==> config.mk <==
export PLATFORM = sky130hd
export DESIGN_NAME = ndiv_seq_flat
export DESIGN_NICKNAME = d
export VERILOG_FILES = /design/src/rtl/ndiv_seq_pkg.sv /design/src/rtl/ndiv_seq_if.sv /design/src/rtl/ndiv_seq_nmul.sv /design/src/rtl/ndiv_seq.sv /design/src/flat_wrapper.sv
export SDC_FILE = /design/constraint.sdc
export NUM_CORES = 2
export LEC_CHECK = 0
export CAP_MARGIN = 30
export CORE_MARGIN = 4
export CORE_UTILIZATION = 25
export DETAILED_ROUTE_END_ITERATION = 10
export SYNTH_ARGS = -nofsm -noshare
export SYNTH_HDL_FRONTEND = slang
export SYNTH_SLANG_ARGS = --single-unit
==> constraint.sdc <==
create_clock -name clk -period 21.6 [get_ports clk]
set_input_delay 3.24 -clock clk [delete_from_list [all_inputs] [get_ports clk]]
set_output_delay 3.24 -clock clk [all_outputs]
set_load 0.01 [all_outputs]
==> src/rtl/ndiv_seq_pkg.sv <==
// Shared types and constant helpers for the sequential Newton-Raphson divider.
// Operand width is limited to 64 bits by the helper functions below.
package ndiv_seq_pkg;

  typedef enum logic [2:0] {
    IDLE,
    MUL_DX,
    MUL_XT,
    MUL_AX,
    CORR,
    DONE
  } state_t;

  localparam int unsigned CORR_MAX = 3;

  function automatic int unsigned lz_width(input int unsigned n);
    return $clog2(n) + 1;
  endfunction

  // 1.5 in UQ1.(n-1)
  function automatic logic [63:0] x_init(input int unsigned n);
    return 64'd3 << (n - 2);
  endfunction

  // Leading zeros within the low n bits of v; returns n when they are all zero.
  function automatic int unsigned lzc(input logic [63:0] v, input int unsigned n);
    int unsigned cnt;
    logic        seen;
    cnt  = 0;
    seen = 1'b0;
    for (int i = 63; i >= 0; i--) begin
      if ((i < int'(n)) && !seen) begin
        if (v[i]) seen = 1'b1;
        else      cnt  = cnt + 1;
      end
    end
    return cnt;
  endfunction

endpackage

==> src/rtl/ndiv_seq_if.sv <==
// Operand/result handshake bundle of the divider.
// valid/ready: a transfer occurs on a rising clk edge where valid and ready are
// both high; the sender holds valid and its data stable until then, and ready
// never depends on valid in the same cycle.
interface ndiv_seq_if #(
  parameter int N = 32
);
  logic         in_valid;
  logic         in_ready;
  logic [N-1:0] a;
  logic [N-1:0] b;
  logic         out_valid;
  logic         out_ready;
  logic [N-1:0] quot;
  logic [N-1:0] rem;
  logic         dz;

  modport master (
    output in_valid, a, b, out_ready,
    input  in_ready, out_valid, quot, rem, dz
  );

  modport slave (
    input  in_valid, a, b, out_ready,
    output in_ready, out_valid, quot, rem, dz
  );
endinterface

==> src/rtl/ndiv_seq_nmul.sv <==
// Unsigned N x N -> 2N multiplier shared by every step of the divider.
module ndiv_seq_nmul #(
  parameter int N = 32
) (
  input  logic [N-1:0]   a,
  input  logic [N-1:0]   b,
  output logic [2*N-1:0] p
);

  assign p = {{N{1'b0}}, a} * {{N{1'b0}}, b};

endmodule

==> src/rtl/ndiv_seq.sv <==
// Multi-cycle Newton-Raphson unsigned divider: one shared multiplier walks through
// reciprocal refinement, quotient estimate and a short +/-1 correction loop.
module ndiv_seq
  import ndiv_seq_pkg::*;
#(
  parameter int N    = 32,
  parameter int ITER = 5
) (
  input  logic       clk,
  input  logic       n_reset,
  ndiv_seq_if.slave  bus,
  output state_t     dbg_state,
  output logic [1:0] dbg_corr
);

  localparam int LZ_W   = lz_width(N);
  localparam int SH_W   = $clog2(2 * N);
  localparam int ITER_W = $clog2(ITER + 1);
  localparam logic [63:0]  X_INIT_W = x_init(N);
  localparam logic [N-1:0] X_INIT   = X_INIT_W[N-1:0];

  state_t              state_q, state_d;
  logic [N-1:0]        a_q, a_d;
  logic [N-1:0]        b_q, b_d;
  logic [N-1:0]        d_q, d_d;
  logic [N-1:0]        x_q, x_d;
  logic [N-1:0]        t_q, t_d;
  logic [LZ_W-1:0]     lz_q, lz_d;
  logic [ITER_W-1:0]   iter_q, iter_d;
  logic [1:0]          corr_q, corr_d;
  logic [N-1:0]        quot_q, quot_d;
  logic [N-1:0]        rem_q, rem_d;
  logic                dz_q, dz_d;
  logic                in_ready_q, in_ready_d;
  logic                out_valid_q, out_valid_d;

  logic [N-1:0]        mul_a, mul_b;
  logic [2*N-1:0]      mul_p;
  logic [LZ_W-1:0]     lz_in;
  logic [N-1:0]        e_w;
  logic [SH_W-1:0]     sh_amt;
  logic [N-1:0]        quot_est;
  logic [2*N-1:0]      a_ext, b_ext, diff_w;
  logic [N-1:0]        rem_w;
  logic [ITER_W-1:0]   iter_nxt;

  ndiv_seq_nmul #(.N(N)) u_mul (
    .a (mul_a),
    .b (mul_b),
    .p (mul_p)
  );

  // Multiplier operands depend only on the state, never on the handshake.
  always_comb begin
    mul_a = '0;
    mul_b = '0;
    case (state_q)
      MUL_DX: begin mul_a = d_q;    mul_b = x_q; end
      MUL_XT: begin mul_a = x_q;    mul_b = t_q; end
      MUL_AX: begin mul_a = a_q;    mul_b = x_q; end
      CORR:   begin mul_a = quot_q; mul_b = b_q; end
      default: begin mul_a = '0;    mul_b = '0;  end
    endcase
  end

  assign lz_in    = LZ_W'(lzc(64'(bus.b), N));
  assign e_w      = mul_p[2*N-1:N];
  assign sh_amt   = SH_W'(2 * N - 1) - SH_W'(lz_q);
  assign quot_est = N'(mul_p >> sh_amt);
  assign a_ext    = {{N{1'b0}}, a_q};
  assign b_ext    = {{N{1'b0}}, b_q};
  assign diff_w   = a_ext - mul_p;
  assign rem_w    = a_q - mul_p[N-1:0];
  assign iter_nxt = iter_q + ITER_W'(1);

  always_comb begin
    state_d     = state_q;
    a_d         = a_q;
    b_d         = b_q;
    d_d         = d_q;
    x_d         = x_q;
    t_d         = t_q;
    lz_d        = lz_q;
    iter_d      = iter_q;
    corr_d      = corr_q;
    quot_d      = quot_q;
    rem_d       = rem_q;
    dz_d        = dz_q;
    in_ready_d  = in_ready_q;
    out_valid_d = out_valid_q;
    case (state_q)
      IDLE: begin
        if (bus.in_valid) begin
          a_d        = bus.a;
          b_d        = bus.b;
          lz_d       = lz_in;
          d_d        = bus.b << lz_in;
          x_d        = X_INIT;
          iter_d     = '0;
          in_ready_d = 1'b0;
          if (bus.b == '0) begin
            quot_d      = '1;
            rem_d       = bus.a;
            dz_d        = 1'b1;
            out_valid_d = 1'b1;
            state_d     = DONE;
          end else begin
            dz_d    = 1'b0;
            state_d = MUL_DX;
          end
        end
      end
      MUL_DX: begin
        // 2.0 - e: the 2^N term drops out of the N-bit result.
        t_d     = '0 - e_w;
        state_d = MUL_XT;
      end
      MUL_XT: begin
        x_d     = mul_p[2*N-1] ? '1 : mul_p[2*N-2:N-1];
        iter_d  = iter_nxt;
        state_d = (iter_nxt == ITER_W'(ITER)) ? MUL_AX : MUL_DX;
      end
      MUL_AX: begin
        quot_d  = quot_est;
        corr_d  = '0;
        state_d = CORR;
      end
      CORR: begin
        corr_d = corr_q + 2'd1;
        if (corr_q == 2'(CORR_MAX - 1)) begin
          rem_d       = rem_w;
          out_valid_d = 1'b1;
          state_d     = DONE;
        end else if (mul_p > a_ext) begin
          quot_d = quot_q - 1'b1;
        end else if ((diff_w >= b_ext) && (quot_q != '1)) begin
          quot_d = quot_q + 1'b1;
        end else begin
          rem_d       = rem_w;
          out_valid_d = 1'b1;
          state_d     = DONE;
        end
      end
      DONE: begin
        if (bus.out_ready) begin
          out_valid_d = 1'b0;
          in_ready_d  = 1'b1;
          state_d     = IDLE;
        end
      end
      default: begin
        out_valid_d = 1'b0;
        in_ready_d  = 1'b1;
        state_d     = IDLE;
      end
    endcase
  end

  always_ff @(posedge clk or negedge n_reset) begin
    if (!n_reset) begin
      state_q     <= IDLE;
      a_q         <= '0;
      b_q         <= '0;
      d_q         <= '0;
      x_q         <= '0;
      t_q         <= '0;
      lz_q        <= '0;
      iter_q      <= '0;
      corr_q      <= '0;
      quot_q      <= '0;
      rem_q       <= '0;
      dz_q        <= 1'b0;
      in_ready_q  <= 1'b1;
      out_valid_q <= 1'b0;
    end else begin
      state_q     <= state_d;
      a_q         <= a_d;
      b_q         <= b_d;
      d_q         <= d_d;
      x_q         <= x_d;
      t_q         <= t_d;
      lz_q        <= lz_d;
      iter_q      <= iter_d;
      corr_q      <= corr_d;
      quot_q      <= quot_d;
      rem_q       <= rem_d;
      dz_q        <= dz_d;
      in_ready_q  <= in_ready_d;
      out_valid_q <= out_valid_d;
    end
  end

  assign bus.in_ready  = in_ready_q;
  assign bus.out_valid = out_valid_q;
  assign bus.quot      = quot_q;
  assign bus.rem       = rem_q;
  assign bus.dz        = dz_q;
  assign dbg_state     = state_q;
  assign dbg_corr      = corr_q;

endmodule
==> src/flat_wrapper.sv <==
// flat-port wrapper written by rule: the top's interface ports become plain ports
module ndiv_seq_flat import ndiv_seq_pkg::*;
#(
  parameter int N    = 32,
  parameter int ITER = 5
)
  (clk, n_reset, dbg_state, dbg_corr, bus_in_valid, bus_a, bus_b, bus_out_ready, bus_in_ready, bus_out_valid, bus_quot, bus_rem, bus_dz);
  ndiv_seq_if #(.N(N)) bus_i ();
  input  logic clk;
  input  logic n_reset;
  output state_t dbg_state;
  output logic [1:0] dbg_corr;
  input wire logic [$bits(bus_i.in_valid)-1:0] bus_in_valid;
  input wire logic [$bits(bus_i.a)-1:0] bus_a;
  input wire logic [$bits(bus_i.b)-1:0] bus_b;
  input wire logic [$bits(bus_i.out_ready)-1:0] bus_out_ready;
  output wire logic [$bits(bus_i.in_ready)-1:0] bus_in_ready;
  output wire logic [$bits(bus_i.out_valid)-1:0] bus_out_valid;
  output wire logic [$bits(bus_i.quot)-1:0] bus_quot;
  output wire logic [$bits(bus_i.rem)-1:0] bus_rem;
  output wire logic [$bits(bus_i.dz)-1:0] bus_dz;
  assign bus_i.in_valid = bus_in_valid;
  assign bus_i.a = bus_a;
  assign bus_i.b = bus_b;
  assign bus_i.out_ready = bus_out_ready;
  assign bus_in_ready = bus_i.in_ready;
  assign bus_out_valid = bus_i.out_valid;
  assign bus_quot = bus_i.quot;
  assign bus_rem = bus_i.rem;
  assign bus_dz = bus_i.dz;
  ndiv_seq #(.N(N), .ITER(ITER)) u_core (.clk(clk), .n_reset(n_reset), .bus(bus_i), .dbg_state(dbg_state), .dbg_corr(dbg_corr));
endmodule
==> impl_metrics.env <==
export IMPL_status="completed"
export IMPL_cts_htree_levels=1
export IMPL_globalRouteOverflowTotal=0
export IMPL_dr_first_iter_drc_count=5216
export IMPL_drv_cap=0
export IMPL_grt_max_degree=97
export IMPL_num_vias=50900
export IMPL_drc_errors=0
export IMPL_first_global_vias=52500
export IMPL_critical_path_max_stage_delay_ns=0.36
export IMPL_root_buffer="clkbuf_16"
export IMPL_drt_wirelength_per_cell_um=22.0
export IMPL_drv_slew=0
export IMPL_fin_crit_sh_pct=96.7
export IMPL_dpl_worst_slack_ns=-1.10
export IMPL_drive_gt1_share_pct=9.15
export IMPL_synthFlopType="dfrtp_1"
export IMPL_synthArstFlopShare_pct=100
export IMPL_worst_slew_pin_slew_ns=1.14
export IMPL_dp_hpwl_mm=173
export IMPL_finClkSkew_ns=0.0593
export IMPL_synth_warning_count=0
export IMPL_antenna_found_initial=7
export IMPL_rows=174
export IMPL_layout_commonest_cell="nand2_1"
export IMPL_area_growth_pct=14.6
export IMPL_end_kind="register"
export IMPL_cp_required_ns=22.09
export IMPL_synth_cell_types=93
export IMPL_crit_path_max_fanout=7
export IMPL_clock_latency_ns=0.62
export IMPL_layout_common_cells="nand2_1, inv_1, fa_1"
export IMPL_cts_buffers_inserted=30
export IMPL_cpMostUsedCell="ha_1"
export IMPL_ys_ff_latch=241
export IMPL_viasPerCell=5.08
export IMPL_ctsLongestPathBuffers=3
export IMPL_clk_pin_slew_ns=0.07
export IMPL_core_area_sq_um=225000
export IMPL_detail_route_antenna_nets=0
export IMPL_fmax_mhz=47.9
export IMPL_final_setup_viol_count=0
export IMPL_synth_nets=8270
export IMPL_die_area_sq_um=234000
export IMPL_dr_pass1_iters=7
export IMPL_hold_path_class="reg2reg"
export IMPL_cts_sinks=241
export IMPL_cp_slowest_cell="mux2_4"
export IMPL_period_needed_ns=20.89
export IMPL_avgSynthCellArea_sq_um=8.17
export IMPL_cts_tree="done"
export IMPL_gp_congestion=0.999
export IMPL_start_util_pct=25.1
export IMPL_die_y_um=483
export IMPL_slew_limit_headroom_pct=23.1
export IMPL_crit_type="in2reg"
export IMPL_track_usage_pct=18.3
export IMPL_port_buffers=139
export IMPL_rsz0062_at_grt="yes"
export IMPL_seq_area_frac_synth_pct=10.7
export IMPL_synth_edff_count=0
export IMPL_startpoint_type="primary input"
export IMPL_hold_viol_final=0
export IMPL_die_w_um=483
export IMPL_arrival_ns=21.38
export IMPL_syn_inst=6914
export IMPL_num_io_pins=140
export IMPL_syn_area_sq_um=56500
export IMPL_setup_ws_ns=0.714
export IMPL_final_core_util_pct=28.8
export IMPL_routed_wl_mm=220
export IMPL_grt_pass1_wl_mm=332
export IMPL_fin_nets=8351
-- final timing paths --
| check | start | end | slack [ns] | cells after the start |
|---|---|---|---|---|
| max in group asynchronous | n_reset | u_core.t_q[3]$_DFFE_PN0N_ | 17.26 | 4 |
| min in group asynchronous | n_reset | u_core.bus.rem[6]$_DFFE_PN0P_ | 2.58 | 1 |
| setup reg to reg | u_core.dbg_state[0]$_DFFE_PN0P_ | u_core.bus.quot[30]$_DFFE_PN0P_ | 2.83 | 63 |
| hold reg to reg | u_core.t_q[1]$_DFFE_PN0N_ | u_core.t_q[1]$_DFFE_PN0N_ | 0.48 | 2 |
| hold / removal | u_core.t_q[1]$_DFFE_PN0N_ | u_core.t_q[1]$_DFFE_PN0N_ | 0.48 | 2 |
| setup / recovery | bus_b[31] | u_core.d_q[30]$_DFFE_PN0P_ | 0.71 | 105 |
-- logic make-up (layout without fill, tap and decap cells) --
logic type      Yosys count  after routing  synth area share [%]
buf+inv                1501           1605                  10.1
flops                   241            241                  10.7
other cells               0              2                     0
compound gates         1155           1155                  13.4
mux                     249            250                  4.72
fa+ha+maj              1288           1288                  40.5
xor+xnor                196            196                  3.39
simple gates           2284           2284                  17.3
-- worst max-delay path: cells and delay by family --
family,cells,cell delay (ns)
muxes,21,4.23
AOI/OAI and AO/OA,27,3.68
buffers and inverters,5,0.44
and+or+nand+nor,23,1.75
adders and majority gates,29,8.03
-- final cells by class --
cell class              instances  area [sq um]
clock inverters                21           317
well taps                    2992          3740
repair buffers                449          4030
diodes                          2          5.00
flip-flops and latches        241          6040
multi-input cells            5173         45600
clock buffers                  35           810
fillers                     24100        160000
inverters                    1100          4130
-- what timing repair did --
| action | CTS | global route |
|---|---|---|
| pin swaps | 20 | 72 |
| gates resized for setup | 29 | 106 |
| endpoints found under the setup margin | 33 | 37 |
| hold buffers | 0 | 0 |
| buffers inserted | 18 | 14 |
| gates cloned | 1 | 1 |
-- synth_stat cells, types with 33 or more instances --
cell | instances | area (sq um)
fa_1 | 898 | 18000
nand3_1 | 49 | 245
nor2_1 | 502 | 1880
o21a_1 | 33 | 248
buf_1 | 39 | 146
mux2_2 | 66 | 743
a21o_1 | 95 | 713
inv_1 | 1099 | 4130
and2_1 | 72 | 450
nand2_1 | 1279 | 4800
o211ai_1 | 34 | 255
a221oi_1 | 37 | 324
a211oi_1 | 51 | 383
xor2_1 | 58 | 508
nor2b_1 | 64 | 400
o21ai_0 | 267 | 1340
xnor2_1 | 124 | 1090
a21oi_1 | 289 | 1450
mux2i_1 | 176 | 1760
nand2b_1 | 64 | 400
dfrtp_1 | 240 | 6010
ha_1 | 390 | 4880
a22oi_1 | 49 | 368
clkbuf_1 | 348 | 1310
nor3_1 | 85 | 425
-- per-stage QoR --
stage / hold slack (ns) / instances / instance area [sq um] / setup TNS (ns)
final: 0.483 / 10000 / 64700 / 0
after global placement: 0.457 / 9905 / 62500 / -24.88
after global routing: 0.509 / 10000 / 64700 / -4.74
after floorplan: 0.440 / 6914 / 56500 / 0
after detailed placement: 0.464 / 9916 / 62700 / -30.93
after CTS: 0.480 / 9991 / 64000 / 0
-- metal layers --
layer / global-route usage, % / vias up / wire length (um)
li1: - / 22300 / -
met1: 24.9 / 25800 / 92100
met2: 28.5 / 2323 / 96500
met3: 3.66 / 442 / 20400
met4: 7.33 / 2 / 11200
met5: 0 / - / 13
-- flip-flops by register name, summed over array words and instances (netlist names), 6 cells and up --
name	flops
u_core.d_q	32
u_core.lz_q	6
u_core.a_q	32
u_core.bus.quot	32
u_core.b_q	32
u_core.t_q	32
u_core.x_q	32
u_core.bus.rem	32
Power is not shown: default switching activity piles up to over one toggle a cycle in this logic, so the estimate is an artifact.
